## config.mk

```make
export PLATFORM = sky130hd
export DESIGN_NAME = ip_stream_scheduler
export DESIGN_NICKNAME = d
export VERILOG_FILES = /design/src/rtl/ip_stream_scheduler_pkg.sv /design/src/rtl/ip_sched_token_bucket.sv /design/src/rtl/ip_stream_scheduler.sv
export SDC_FILE = /design/constraint.sdc
export NUM_CORES = 1
export LEC_CHECK = 0
export CAP_MARGIN = 20
export CELL_PAD_IN_SITES_DETAIL_PLACEMENT = 1
export CELL_PAD_IN_SITES_GLOBAL_PLACEMENT = 2
export CORE_ASPECT_RATIO = 0.7
export CORE_MARGIN = 3
export CORE_UTILIZATION = 33
export CTS_CLUSTER_DIAMETER = 80
export DETAILED_ROUTE_END_ITERATION = 16
export GPL_ROUTABILITY_DRIVEN = 0
export PLACE_DENSITY_LB_ADDON = 0.1
export SYNTH_ARGS = -nofsm -noshare
export SYNTH_HDL_FRONTEND = slang
export SYNTH_SLANG_ARGS = --single-unit
```

## constraint.sdc

```tcl
create_clock -name clk -period 9.2 [get_ports clk]
set_input_delay 2.76 -clock clk [delete_from_list [all_inputs] [get_ports clk]]
set_output_delay 2.76 -clock clk [all_outputs]
set_load 0.02 [all_outputs]
```

## src/rtl/ip_stream_scheduler_pkg.sv

```systemverilog
// Shared types and helpers for the IPv4 stream scheduler.
// Optional statistics counters are enabled with IP_STREAM_SCHEDULER_STATS_EN.
package ip_stream_scheduler_pkg;

    localparam int CREDIT_W_DEF = 20;
    localparam int FRAC_W_DEF   = 8;
    localparam int MAX_STREAMS  = 16;

    typedef enum logic [1:0] {ARB, HDR, PAYLOAD} sched_state_e;

    typedef struct packed {
        logic       found;
        logic [3:0] idx;
    } rr_pick_t;

    // First set bit of eligible searching upward from ptr+1, wrapping modulo n.
    // Scanning from the far end down lets the nearest candidate win last.
    function automatic rr_pick_t rr_pick(input logic [MAX_STREAMS-1:0] eligible,
                                         input logic [3:0] ptr, input int n);
        rr_pick_t r;
        int       cand;
        r = '0;
        for (int k = MAX_STREAMS; k >= 1; k--) begin
            cand = (int'(ptr) + k) % n;
            if (k <= n && eligible[4'(cand)]) begin
                r.found = 1'b1;
                r.idx   = 4'(cand);
            end
        end
        return r;
    endfunction

endpackage

```

## src/rtl/ip_sched_token_bucket.sv

```systemverilog
// Per-stream token bucket: fixed-point credit that refills every cycle,
// is charged a frame cost on grant and saturates at the configured burst.
module ip_sched_token_bucket
    import ip_stream_scheduler_pkg::*;
#(
    parameter int CREDIT_W = CREDIT_W_DEF,
    parameter int FRAC_W   = FRAC_W_DEF
) (
    input  logic                       clk,
    input  logic                       rst,
    input  logic                       enable,
    input  logic                       req_valid,
    input  logic                       deduct,
    input  logic [7+FRAC_W:0]          rate,
    input  logic [CREDIT_W-1:0]        burst,
    input  logic [15:0]                length,
    output logic [CREDIT_W+FRAC_W-1:0] credit,
    output logic                       eligible
);

    localparam int CW = CREDIT_W + FRAC_W;

    // One guard bit so refill on top of a full bucket never wraps.
    logic [CW:0] cost, ceiling, sum;

    assign cost     = (CW+1)'(length) << FRAC_W;
    assign ceiling  = (CW+1)'(burst) << FRAC_W;
    // A deduct only follows an eligible cycle, so the subtraction cannot underflow.
    assign sum      = {1'b0, credit} + (CW+1)'(rate) - (deduct ? cost : '0);
    assign eligible = req_valid & enable & ({1'b0, credit} >= cost);

    // Credit register: cleared while disabled, otherwise refilled and capped.
    always_ff @(posedge clk or posedge rst) begin
        if (rst)
            credit <= '0;
        else if (!enable)
            credit <= '0;
        else if (sum > ceiling)
            credit <= ceiling[CW-1:0];
        else
            credit <= sum[CW-1:0];
    end

endmodule

```

## src/rtl/ip_stream_scheduler.sv

```systemverilog
// Round-robin, rate-shaped sharing of one IPv4 header+payload path.
// Define IP_STREAM_SCHEDULER_STATS_EN to add per-stream packet/stall counters.
module ip_stream_scheduler
    import ip_stream_scheduler_pkg::*;
#(
    parameter int NUM_STREAMS = 4,
    parameter int CREDIT_W    = CREDIT_W_DEF,
    parameter int FRAC_W      = FRAC_W_DEF,
    parameter int SEL_W       = $clog2(NUM_STREAMS)
) (
    input  logic                                  clk,
    input  logic                                  rst,
    input  logic [NUM_STREAMS-1:0]                s_req_valid,
    output logic [NUM_STREAMS-1:0]                s_req_ready,
    input  logic [NUM_STREAMS-1:0][15:0]          s_req_length,
    input  logic [NUM_STREAMS-1:0][7:0]           s_payload_tdata,
    input  logic [NUM_STREAMS-1:0]                s_payload_tvalid,
    output logic [NUM_STREAMS-1:0]                s_payload_tready,
    input  logic [NUM_STREAMS-1:0]                s_payload_tlast,
    input  logic [NUM_STREAMS-1:0]                s_payload_tuser,
    output logic                                  m_hdr_valid,
    input  logic                                  m_hdr_ready,
    output logic [SEL_W-1:0]                      m_hdr_sel,
    output logic [7:0]                            m_payload_tdata,
    output logic                                  m_payload_tvalid,
    input  logic                                  m_payload_tready,
    output logic                                  m_payload_tlast,
    output logic                                  m_payload_tuser,
    input  logic [NUM_STREAMS-1:0]                cfg_enable,
    input  logic [NUM_STREAMS-1:0][7+FRAC_W:0]    cfg_rate,
    input  logic [NUM_STREAMS-1:0][CREDIT_W-1:0]  cfg_burst,
`ifdef IP_STREAM_SCHEDULER_STATS_EN
    input  logic                                  stat_clear,
    output logic [NUM_STREAMS-1:0][31:0]          stat_pkt_cnt,
    output logic [NUM_STREAMS-1:0][31:0]          stat_stall_cnt,
`endif
    output logic                                  busy
);

    sched_state_e                  state_q, state_d;
    logic [SEL_W-1:0]              rr_ptr_q, sel_q, win;
    logic [NUM_STREAMS-1:0]        eligible, deduct;
    logic [MAX_STREAMS-1:0]        elig_ext;
    rr_pick_t                      pick;

    for (genvar i = 0; i < NUM_STREAMS; i++) begin : g_bkt
        ip_sched_token_bucket #(.CREDIT_W(CREDIT_W), .FRAC_W(FRAC_W)) u_bkt (
            .clk       (clk),
            .rst       (rst),
            .enable    (cfg_enable[i]),
            .req_valid (s_req_valid[i]),
            .deduct    (deduct[i]),
            .rate      (cfg_rate[i]),
            .burst     (cfg_burst[i]),
            .length    (s_req_length[i]),
            .credit    (),
            .eligible  (eligible[i])
        );
    end

    assign elig_ext    = MAX_STREAMS'(eligible);
    assign pick        = rr_pick(elig_ext, 4'(rr_ptr_q), NUM_STREAMS);
    assign win         = SEL_W'(pick.idx);
    assign m_hdr_valid = (state_q == HDR);
    assign m_hdr_sel   = sel_q;
    assign busy        = (state_q != ARB);

    // State, grant index and round-robin pointer registers.
    always_ff @(posedge clk or posedge rst) begin
        if (rst) begin
            state_q  <= ARB;
            rr_ptr_q <= SEL_W'(NUM_STREAMS - 1);
            sel_q    <= '0;
        end else begin
            state_q <= state_d;
            if (state_q == ARB && pick.found) begin
                sel_q    <= win;
                rr_ptr_q <= win;
            end
        end
    end

    // Next state, credit charge on grant, and handshake steering to the granted stream.
    always_comb begin
        state_d          = state_q;
        deduct           = '0;
        s_req_ready      = '0;
        s_payload_tready = '0;
        m_payload_tdata  = '0;
        m_payload_tvalid = 1'b0;
        m_payload_tlast  = 1'b0;
        m_payload_tuser  = 1'b0;
        case (state_q)
            ARB: begin
                if (pick.found) begin
                    state_d     = HDR;
                    deduct[win] = 1'b1;
                end
            end
            HDR: begin
                s_req_ready[sel_q] = m_hdr_ready;
                if (m_hdr_ready)
                    state_d = PAYLOAD;
            end
            PAYLOAD: begin
                m_payload_tdata         = s_payload_tdata[sel_q];
                m_payload_tvalid        = s_payload_tvalid[sel_q];
                m_payload_tlast         = s_payload_tlast[sel_q];
                m_payload_tuser         = s_payload_tuser[sel_q];
                s_payload_tready[sel_q] = m_payload_tready;
                if (s_payload_tvalid[sel_q] && m_payload_tready && s_payload_tlast[sel_q])
                    state_d = ARB;
            end
            default: state_d = ARB;
        endcase
    end

`ifdef IP_STREAM_SCHEDULER_STATS_EN
    logic [NUM_STREAMS-1:0] tlast_beat, stall;

    assign tlast_beat = s_payload_tvalid & s_payload_tready & s_payload_tlast;
    assign stall      = s_req_valid & cfg_enable & ~eligible;

    // Saturating per-stream packet and credit-stall counters.
    always_ff @(posedge clk or posedge rst) begin
        if (rst) begin
            stat_pkt_cnt   <= '0;
            stat_stall_cnt <= '0;
        end else if (stat_clear) begin
            stat_pkt_cnt   <= '0;
            stat_stall_cnt <= '0;
        end else begin
            for (int i = 0; i < NUM_STREAMS; i++) begin
                if (tlast_beat[i] && stat_pkt_cnt[i] != '1)
                    stat_pkt_cnt[i] <= stat_pkt_cnt[i] + 32'd1;
                if (stall[i] && stat_stall_cnt[i] != '1)
                    stat_stall_cnt[i] <= stat_stall_cnt[i] + 32'd1;
            end
        end
    end
`endif

endmodule

```

# Word level (Yosys, flattened, before mapping)

Cells that the tools add are included.

Output and inout port bits: 23
Register bits: 118
Logic and storage cells: 118
Bits of input ports: 264

Bitwise operators: 14
Equal/unequal tests: 5
Magnitude comparators: 16
Reduce and logical (&&, ||, !) cells: 12
Multiplexer cells: 52
Add/subtract/negate cells: 12

Operators with widths:

| kind                                                                          | count |
|---|---|
| 28-bit 2-to-1 mux                                                             | 8 |
| 28-bit by 16-bit adder with 29-bit output                                     | 4 |
| 29-bit by 28-bit greater-than comparator with 1-bit output                    | 4 |
| 29-bit subtractor                                                             | 4 |
| 28-bit by 24-bit >= comparator with 1-bit output                              | 4 |
| 24-bit 2-to-1 mux                                                             | 4 |
| 3-bit by 6-bit less-than comparator with 1-bit output (second input constant) | 4 |
| 5-bit 2-to-1 mux                                                              | 4 |
| 8-bit binary-select mux with 2-bit select                                     | 1 |
| 1-bit 2-to-1 mux                                                              | 16 |
| 4-bit 2-to-1 mux                                                              | 4 |
| 8-bit 2-to-1 mux                                                              | 2 |
| 1-bit binary-select mux with 3-bit select                                     | 4 |
| 1-bit bitwise AND                                                             | 8 |
| 4-bit bitwise AND                                                             | 2 |
| 2-bit OR reduction                                                            | 4 |
| 1-bit binary-select mux with 2-bit select                                     | 3 |
| 2-bit by 3-bit less-than comparator with 1-bit output (second input constant) | 2 |
| 2-bit 2-to-1 mux                                                              | 3 |
| 2-bit one-hot mux with 3 select lines                                         | 1 |
| 1-bit logical AND                                                             | 5 |
| 2-bit by 1-bit adder with 2-bit output (second input constant)                | 2 |
| 2-bit adder (second input constant)                                           | 2 |
| 1-bit bitwise AND (first input constant)                                      | 4 |
| other kinds (9)                                                               | 12 |

# Logic depth before layout (Yosys ltp)

Gate-level depths: netlist of the first run.

Depth after elaboration: 21
Mapped depth: 39
Depth with buffers taken out: 34

# Hierarchy

Synthesis of the first run repeated with hierarchy kept, for this count alone.

Cell total of the unflattened synthesis: 2208
Area total of the unflattened synthesis: 17576.9 um^2

By module, submodules not included:

| module                                 | area an instance (um^2) | cells each | instances | seq. area each (um^2) |
|---|---|---|---|---|
| ip_sched_token_bucket (g_bkt[3].u_bkt) | 4239.1                  | 523        | 1         | 700.7 |
| ip_sched_token_bucket (g_bkt[2].u_bkt) | 4191.5                  | 529        | 1         | 700.7 |
| ip_sched_token_bucket (g_bkt[1].u_bkt) | 4190.3                  | 530        | 1         | 700.7 |
| ip_sched_token_bucket (g_bkt[0].u_bkt) | 4156.5                  | 543        | 1         | 700.7 |
| ip_stream_scheduler                    | 799.5                   | 83         | 1         | 152.6 |

# Worst setup path after synthesis of the first run

OpenSTA, ideal clock, no wires.

Kind: input -> register
Start: input port s_req_length[0] in the netlist's numbering
End: register g_bkt[0].u_bkt.credit[26]
Slack: -1.564 ns
Stages: 35
Arrival time: 10.644 ns
Library setup time: 0.120 ns
Cells stage by stage: ha_1 -> or4b_1 -> nor4_2 -> a41oi_1 -> a2111oi_1 -> a2111oi_1 -> o31ai_4 -> a211oi_2 -> or3_1 -> buf_6 -> nor3_4 -> and2_1 -> fa_1 -> inv_1 -> ha_1 -> nand3_1 -> nor2_1 -> a211oi_1 -> o21ai_0 -> a21oi_1 -> nor2b_1 -> o41a_1 -> xor2_1 -> ha_1 -> and3_1 -> nand3_1 -> or4_1 -> or4_1 -> or4_1 -> nor3_1 -> o21ai_0 -> mux2i_1 -> buf_2 -> nor2_1 -> a31o_2

Cells in the longest elaborated chain, start to end: 20
Elaborated cells on any way between the ends: 30
Those cells by class: 1 x add/sub; 4 x order compare; 23 x mux; 1 x bitwise; 1 x reduce/logical

RTL lines:

| what                                                                                                                                          | RTL line                      | RTL |
|---|---|---|
| start, declared                                                                                                                               | ip_stream_scheduler.sv:15     | `input logic [NUM_STREAMS-1:0][15:0] s_req_length,` |
| 28-bit by 24-bit >= comparator with 1-bit output                                                                                              | ip_sched_token_bucket.sv:30   | `assign eligible = req_valid & enable & ({1'b0, credit} >= cost);` |
| 1-bit bitwise AND                                                                                                                             | ip_sched_token_bucket.sv:30   |  |
| 1-bit binary-select mux with 3-bit select                                                                                                     | ip_stream_scheduler_pkg.sv:25 | `if (k <= n && eligible[4'(cand)]) begin` |
| 1-bit 2-to-1 mux (not written as such) (2 in a row)                                                                                           | ip_stream_scheduler_pkg.sv:25 |  |
| 5-bit 2-to-1 mux (4 in a row)                                                                                                                 | ip_stream_scheduler_pkg.sv:25 |  |
| 2-bit by 3-bit less-than comparator with 1-bit output (not written as such) or 2-bit by 1-bit >= comparator with 1-bit output (tied branches) | ip_stream_scheduler.sv:97     | `deduct[win] = 1'b1;` |
| 1-bit logical AND (not written as such)                                                                                                       | ip_stream_scheduler.sv:97     |  |
| 1-bit 2-to-1 mux (not written as such)                                                                                                        | ip_stream_scheduler.sv:97     |  |
| 1-bit demux with 2-bit select                                                                                                                 | ip_stream_scheduler.sv:97     |  |
| 4-bit 2-to-1 mux                                                                                                                              | ip_stream_scheduler.sv:95     | `if (pick.found) begin` |
| 4-bit 2-to-1 mux                                                                                                                              | ip_stream_scheduler.sv:93     | `case (state_q)` |
| 24-bit 2-to-1 mux *                                                                                                                           | ip_sched_token_bucket.sv:29   | `assign sum = {1'b0, credit} + (CW+1)'(rate) - (deduct ? cost : '0);` |
| 29-bit subtractor *                                                                                                                           | ip_sched_token_bucket.sv:29   |  |
| 29-bit by 28-bit greater-than comparator with 1-bit output                                                                                    | ip_sched_token_bucket.sv:38   | `else if (sum > ceiling)` |
| 28-bit 2-to-1 mux *                                                                                                                           | ip_sched_token_bucket.sv:38   |  |
| 28-bit 2-to-1 mux *                                                                                                                           | ip_sched_token_bucket.sv:36   | `else if (!enable)` |
| end signal, assigned                                                                                                                          | ip_sched_token_bucket.sv:39   | `credit <= ceiling[CW-1:0];` |
| end signal, assigned                                                                                                                          | ip_sched_token_bucket.sv:41   | `credit <= sum[CW-1:0];` |
| end, declared                                                                                                                                 | ip_sched_token_bucket.sv:17   | `output logic [CREDIT_W+FRAC_W-1:0] credit,` |

Every way passes the cells marked *; elsewhere a longest branch is shown, timed or not. The select of a mux whose other input is x is not followed.
A chain may end at the register's enable or synchronous reset.

# Worst setup path in the final report of the first run

Start: input port s_req_length[21] in the netlist's numbering
End: register g_bkt[0].u_bkt.credit[9]

Cells in the longest elaborated chain, start to end: 20
Elaborated cells on any way between the ends: 30
Those cells by class: 1 x add/sub; 4 x order compare; 23 x mux; 1 x bitwise; 1 x reduce/logical

RTL lines:

| what                                                                                                                                          | RTL line |
|---|---|
| 28-bit by 24-bit >= comparator with 1-bit output *                                                                                            | ip_sched_token_bucket.sv:30 |
| 1-bit bitwise AND *                                                                                                                           | ip_sched_token_bucket.sv:30 |
| 1-bit binary-select mux with 3-bit select                                                                                                     | ip_stream_scheduler_pkg.sv:25 |
| 1-bit 2-to-1 mux (not written as such) (2 in a row)                                                                                           | ip_stream_scheduler_pkg.sv:25 |
| 5-bit 2-to-1 mux (3 in a row)                                                                                                                 | ip_stream_scheduler_pkg.sv:25 |
| 5-bit 2-to-1 mux *                                                                                                                            | ip_stream_scheduler_pkg.sv:25 |
| 2-bit by 3-bit less-than comparator with 1-bit output (not written as such) or 2-bit by 1-bit >= comparator with 1-bit output (tied branches) | ip_stream_scheduler.sv:97 |
| 1-bit logical AND (not written as such)                                                                                                       | ip_stream_scheduler.sv:97 |
| 1-bit 2-to-1 mux (not written as such)                                                                                                        | ip_stream_scheduler.sv:97 |
| 1-bit demux with 2-bit select                                                                                                                 | ip_stream_scheduler.sv:97 |
| 4-bit 2-to-1 mux *                                                                                                                            | ip_stream_scheduler.sv:95 |
| 4-bit 2-to-1 mux *                                                                                                                            | ip_stream_scheduler.sv:93 |
| 24-bit 2-to-1 mux *                                                                                                                           | ip_sched_token_bucket.sv:29 |
| 29-bit subtractor *                                                                                                                           | ip_sched_token_bucket.sv:29 |
| 29-bit by 28-bit greater-than comparator with 1-bit output                                                                                    | ip_sched_token_bucket.sv:38 |
| 28-bit 2-to-1 mux *                                                                                                                           | ip_sched_token_bucket.sv:38 |
| 28-bit 2-to-1 mux *                                                                                                                           | ip_sched_token_bucket.sv:36 |

Marks and branches as above.

==> results by group, run 1 <==
Synthesis
  – Post-Synthesis Mean Instance Area: 7.92 um^2
  – Synth Register Bits: 118
  – Share of synthesized flip-flops with an asynchronous set or reset: 100%
  – Summed instance area of the synthesized netlist: 17,400 um^2
  – Leading register cell type out of synthesis: dfrtp_1
  – Top cells by area, synth: ha_1, dfrtp_1, inv_1
  – Cell type with the largest total area after synthesis: ha_1
  – Post-synth EDFFs: 0
  – Number of warning messages in the yosys log: 0
  – Mapped Nets: 2,824
  – Number of cells produced by synthesis: 2,196
  – Synth cell types: 79
  – Post-synth top area share: 23.9%
  – Share of the yosys chip area belonging to registers: 17.0%

Clock tree
  – Cell chosen for the clock root: clkbuf_16
  – CTS tree: built
  – Clock Pin Slew Worst Setup and Hold Paths: 0.06 ns
  – Number of clock sinks: 118
  – Clock H-tree levels: 4
  – Inserted Clock Buffers: 17
  – Insertion delay of the later-clocked pin in the worst-skew pair: 0.46 ns
  – Number of buffers on the longest clock path: 2

Die
  – Row count: 69
  – Initial Utilization: 33.8%
  – Die height: 198 um
  – Die area: 55,500 um^2
  – Number of placed I/O pins: 287
  – Die Width: 280 um
  – Core outline area: 51,400 um^2

GRT
  – Global Route Usage Sum: 24.2%
  – GRT Residual Overflow: 0
  – Global-route wire length before repair: 105,000 um
  – Number of global-route vias before repair: 19,300
  – Number of antenna violations at the first check in global routing: 2
  – Pin count of the biggest net entering global routing: 64

Min path
  – Min-delay src: rr_ptr_q[0]$_DFFE_PP1P_
  – Classification of the worst-slack hold path: flop to flop

Route
  – Antenna violation net count after detailed routing: 0
  – Total DRC errors in the routed layout: 0
  – Iter 0 DRT Violations: 575
  – Final routed wirelength across all metal layers: 68,700 um
  – Post-DR wirelength/cell: 19.4 um
  – Number of vias per cell: 5.05
  – Pre-antenna DRT Iters: 5
  – Vias: 17,900

Timing
  – Part of the cycle the worst path needs: 115%
  – Fmax: 94.2 MHz
  – Least-Margin Pin Slew: 0.912 ns
  – Shortest clock period the worst path allows after layout: 10.61 ns
  – Total setup violations reported at the end of the flow: 112
  – Tightest slew margin relative to the limit: 39.2%
  – Final count of pins violating max slew: 0
  – Final hold violation count: 0
  – Setup repair after global routing missed its margin: true
  – Minimum setup slack in the final design: -1.41 ns
  – Setup clock skew after layout: 0.00863 ns

Status
  – Status: complete, but fails checks
  – Failing checks: negative setup slack

Critical path
  – Crit-path slowest cell: or4_4
  – Arrival time of the worst setup path: 10.96 ns
  – Buffers and inverters on the worst path: 6
  – CP Capture Type: flop
  – Crit path kind: input port to flop
  – Required time of the critical path: 9.54 ns
  – Largest driver fanout on the critical path: 5
  – CP max stage delay: 0.55 ns
  – Category of cells accounting for the largest share of critical-path delay: simple AND/OR/NAND/NOR gates
  – Launch point of the worst path: s_req_length[21]
  – Launching element type of the critical path: input port
  – Launch point of the worst reg-to-reg path: g_bkt[0].u_bkt.credit[8]$_DFF_PP0_

Place
  – Detailed Place HPWL: 56,400 um
  – Number of placed cells counting well taps: 3,448
  – Number of input and output port buffers inserted: 286
  – Setup slack at placement: -2.64 ns

Cells and area
  – Commonest cells after routing, fill and taps aside: inv_1, buf_4, ha_1, clkdlybuf4s50_1, nand2_1
  – Relative area change from synthesis to final layout: 53.7%
  – N_diodes: 0
  – Post-layout utilization of the core: 52.0%
  – Number of nets in the layout: 3,490
  – Finished Layout Cells: 3,545
  – Layout cells sized above 1: 25.4%
  – Most common library cell in the layout ignoring fill and taps: inv_1

Job
  – Max-cap violation count: 0
cells by family (layout without fill, tap and decap cells):
family | after synthesis | count (layout) | synth area share [%]
simple gates | 627 | 628 | 18.5
compound gates | 431 | 431 | 16.3
xor+xnor | 90 | 90 | 4.53
mux | 84 | 84 | 5.63
fa+ha+maj | 364 | 364 | 27.6
flops | 118 | 118 | 17.0
buf+inv | 482 | 1156 | 10.5
flip-flops by register name (all words and copies together), names as in the netlist:
signal and count:
g_bkt.u_bkt.credit 112, m_hdr_sel 2, rr_ptr_q 2, state_q 2
worst register-to-register path, delay by kind of cell, from the launching register on:
| family | cells | cell delay [ns] |
|---|---|---|
| AND/OR/NAND/NOR | 14 | 3.28 |
| AO/OA/AOI/OAI | 11 | 2.13 |
| adder cells (fa/ha/maj) | 4 | 1.16 |
| buffers and inverters | 8 | 1.01 |
| multiplexers | 2 | 0.44 |
| flip-flops | 1 | 0.35 |
| XOR/XNOR | 1 | 0.19 |
routing by layer:
layer | GRT usage [%] | share of wire (%)
met3 | 4.11 | 3.7
met5 | 0 | 0.032
met2 | 40.5 | 47
met4 | 5.97 | 2.0
met1 | 32.4 | 47
cell usage after synthesis, types with 40 or more instances:
| master | n |
|---|---|
| dfrtp_1 | 116 |
| a21oi_1 | 120 |
| ha_1 | 332 |
| nor3_1 | 53 |
| nor2b_1 | 82 |
| nor2_1 | 129 |
| inv_1 | 436 |
| nand3_1 | 40 |
| xnor2_1 | 59 |
| a21o_1 | 58 |
| nand2_1 | 157 |
| mux2i_1 | 73 |
| o21ai_0 | 82 |
through the flow:
stage	area (um^2)	setup TNS [ns]	hold slack, ns
6_report	26700	-106.09	0.635
5_1_grt	26700	-145.86	0.676
4_1_cts	25100	-153.22	0.620
3_5_place_dp	24000	-263.52	0.575
3_3_place_gp	24000	-249.56	0.560
2_1_floorplan	18000	-53.09	0.496
repair_timing:
action,4_1_cts,5_1_grt
endpoints found under the setup margin,112,112
buffers inserted,11,57
resized for setup,85,258
pin swaps,25,130
hold buffers,0,0
gates cloned,4,2
final timing paths:
| check | end | slack (ns) | cells past startpoint |
|---|---|---|---|
| worst max-delay path | g_bkt[0].u_bkt.credit[9]$_DFF_PP0_ | -1.41 | 38 |
| worst min-delay path | rr_ptr_q[0]$_DFFE_PP1P_ | 0.63 | 2 |
| worst max register to register | g_bkt[0].u_bkt.credit[9]$_DFF_PP0_ | 0.51 | 40 |
| worst min register to register | rr_ptr_q[0]$_DFFE_PP1P_ | 0.63 | 2 |
| max in group asynchronous | g_bkt[2].u_bkt.credit[1]$_DFF_PP0_ | 5.03 | 3 |
| min in group asynchronous | g_bkt[1].u_bkt.credit[21]$_DFF_PP0_ | 2.78 | 2 |
cell type report:
class / count / area [um^2]
multi-input cells: 1597 / 14500
clock inverters: 4 / 70.1
well taps: 674 / 843
repair buffers: 691 / 6230
clock buffers: 24 / 502
fillers: 6031 / 24700
inverters: 437 / 1650
flip-flops and latches: 118 / 2960
Power of run 1 is left out: the tool's default activity adds up to more than one toggle a clock period on the data nets, which glitch-free logic cannot reach.
==> inputs of run 2 (changes only) <==
--- a/config.mk
+++ b/config.mk
@@ -17,4 +17,5 @@
 export PLACE_DENSITY_LB_ADDON = 0.1
 export SYNTH_ARGS = -nofsm -noshare
 export SYNTH_HDL_FRONTEND = slang
+export SYNTH_HIERARCHICAL = 1
 export SYNTH_SLANG_ARGS = --single-unit
==> run 2 against run 1 <==
The run still ends with negative setup slack left. First-iteration DRC count is 22% higher. Via count is 0.37% higher. Synthesized cell count is 0.55% higher. Clock skew is 0.0039 ns higher. Count of clock-buffer cells in the layout is 3 lower. Cell count is 0.59% higher. Critical path depth is 1 higher. Register-to-register slack better by 0.68 ns. Largest cell class unchanged. Wire length is 1.4% lower.
==> results by group, run 2 <==
GRT
  – Number of antenna violations at the first check in global routing: 2
  – Global-route wire length before repair: 105,000 um
  – Global Route Usage Sum: 23.9%
  – GRT Residual Overflow: 0
  – Pin count of the biggest net entering global routing: 29
  – Number of global-route vias before repair: 19,300

Synthesis
  – Post-synth EDFFs: 0
  – Number of cells produced by synthesis: 2,208
  – Summed instance area of the synthesized netlist: 17,600 um^2
  – Post-Synthesis Mean Instance Area: 7.96 um^2
  – Post-synth top area share: 23.6%
  – Mapped Nets: 2,836
  – Most frequent cell after synthesis: inv_1
  – Cell type with the largest total area after synthesis: ha_1
  – Number of warning messages in the yosys log: 6
  – Share of the yosys chip area belonging to registers: 16.8%
  – Synth cell types: 89
  – Leading register cell type out of synthesis: dfrtp_1
  – Share of synthesized flip-flops with an asynchronous set or reset: 100%
  – Top cells by area, synth: ha_1, dfrtp_1, inv_1
  – Synth Register Bits: 118
  – Commonest cells post-synth: inv_1, ha_1, a21oi_1, nand2_1, dfrtp_1

Die
  – Core outline area: 52,500 um^2
  – Die height: 199 um
  – Row count: 70
  – Initial Utilization: 33.5%
  – Die Width: 282 um
  – Number of placed I/O pins: 287
  – Die area: 56,100 um^2

Clock tree
  – Insertion delay of the later-clocked pin in the worst-skew pair: 0.45 ns
  – Clock Pin Slew Worst Setup and Hold Paths: 0.06 ns
  – CTS tree: built
  – Cell chosen for the clock root: clkbuf_16
  – Inserted Clock Buffers: 17
  – Clock H-tree levels: 4
  – Number of buffers on the longest clock path: 2
  – Number of clock sinks: 118

Critical path
  – Arrival time of the worst setup path: 10.39 ns
  – Launching element type of the critical path: input port
  – CP max stage delay: 0.41 ns
  – CP Capture Type: flop
  – Crit path kind: input port to flop
  – Largest driver fanout on the critical path: 8
  – Required time of the critical path: 9.57 ns
  – Crit-path slowest cell: a221o_1

Place
  – Number of input and output port buffers inserted: 286
  – Detailed Place HPWL: 55,300 um

Timing
  – Total setup violations reported at the end of the flow: 112
  – Part of the cycle the worst path needs: 109%
  – Final hold violation count: 0
  – Shortest clock period the worst path allows after layout: 10.02 ns
  – Setup repair after global routing missed its margin: true
  – Setup clock skew after layout: 0.0126 ns
  – Least-Margin Pin Slew: 1.39 ns
  – Fmax: 99.8 MHz
  – Tightest slew margin relative to the limit: 6.92%
  – Final count of pins violating max slew: 0
  – Minimum setup slack in the final design: -0.817 ns

Cells and area
  – Post-layout utilization of the core: 49.8%
  – Layout cells sized above 1: 24.3%
  – Largest reg by FF count: g_bkt.u_bkt/credit
  – Relative area change from synthesis to final layout: 48.5%
  – Commonest cells after routing, fill and taps aside: inv_1, buf_4, ha_1, clkdlybuf4s50_1, nand2_1
  – Number of nets in the layout: 3,497
  – Most common library cell in the layout ignoring fill and taps: inv_1
  – Flip-flop count of the largest register, all copies and words added: 112

Job
  – Max-cap violation count: 0

Route
  – Final routed wirelength across all metal layers: 67,800 um
  – DRT met1 WL: 33,700 um
  – Iter 0 DRT Violations: 704
  – Max layer used: met5
  – Total DRC errors in the routed layout: 0
  – Antenna violation net count after detailed routing: 0
  – Length of routed met2 wiring: 31,500 um
  – Vias: 18,000
  – Number of vias per cell: 5.04
  – Wire length on met3: 1800 um
  – Post-DR wirelength/cell: 19.0 um
  – Pre-antenna DRT Iters: 4

Min path
  – Classification of the worst-slack hold path: flop to flop

Status
  – Failing checks: negative setup slack
  – Status: complete, but fails checks
## run 2: cell types whose count changed after synthesis, moves of 26 or more
cell | before | now
mux2i_1 | 73 | 27
nor2b_1 | 82 | 53
a21oi_1 | 120 | 183
nor2_1 | 129 | 75
and2_1 | 16 | 47
nor3_1 | 53 | 26
o21ai_0 | 82 | 108
## run 2: area by class of cell
class	count	area (um^2)
Fill cell	6214	26400
Tap cell	684	856
Sequential cell	118	2960
Inverter	433	1630
Multi-Input combinational cell	1610	14000
Timing Repair Buffer	689	6050
Clock inverter	10	153
Clock buffer	21	460
Antenna cell	1	2.50
## run 2: worst max-delay path: cells and delay by family
kind	cells	cell delay [ns]
fa+ha+maj	4	1.16
simple gates	17	2.88
buf+inv	3	0.44
compound gates	14	2.99
xor+xnor	1	0.17
## run 2: logic make-up after synthesis
family / count (synthesis) / synth area share [%]
multiplexers: 39 / 2.95
AO/OA/AOI/OAI: 543 / 20.3
XOR/XNOR: 100 / 5.24
adder cells (fa/ha/maj): 364 / 27.3
flip-flops: 118 / 16.8
buffers and inverters: 483 / 10.8
AND/OR/NAND/NOR: 561 / 16.6
## run 2: metal layers
layer,global-route usage [%],vias up
met2,39.6,257
met4,4.33,2
met3,2.79,54
met1,33.9,8806
met5,0,-
li1,-,8862
## run 2: worst paths after layout
kind	from	to	slack, ns	cells past startpoint
worst max-delay path	s_req_length[0]	g_bkt[0].u_bkt/credit[6]$_DFF_PP0_	-0.82	39
worst min-delay path	rr_ptr_q[1]$_DFFE_PP1P_	rr_ptr_q[1]$_DFFE_PP1P_	0.58	1
worst max register to register	g_bkt[0].u_bkt/credit[8]$_DFF_PP0_	g_bkt[0].u_bkt/credit[6]$_DFF_PP0_	1.19	39
worst min register to register	rr_ptr_q[1]$_DFFE_PP1P_	rr_ptr_q[1]$_DFFE_PP1P_	0.58	1
max in group asynchronous	rst	g_bkt[3].u_bkt/credit[8]$_DFF_PP0_	5.98	3
min in group asynchronous	rst	state_q[0]$_DFFE_PP0P_	2.72	2
## run 2: repair_timing
item,in CTS,in global routing
pin swaps,98,58
gates cloned,3,2
setup buffers,32,17
hold buffers,0,0
resized for setup,182,102
endpoints found under the setup margin,112,112
## run 2: through the flow
step | hold WS, ns | std cells | instance area (um^2) | worst slack, ns | setup TNS (ns)
3_3_place_gp | 0.549 | 3481 | 24000 | -1.62 | -151.59
2_1_floorplan | 0.533 | 2208 | 17800 | -0.245 | -5.26
6_report | 0.577 | 3566 | 26100 | -0.817 | -62.09
4_1_cts | 0.579 | 3546 | 25500 | -0.634 | -45.92
5_1_grt | 0.586 | 3566 | 26100 | -1.10 | -102.65
3_5_place_dp | 0.559 | 3481 | 24000 | -1.80 | -176.64
Power of run 2 is left out for the same reason.
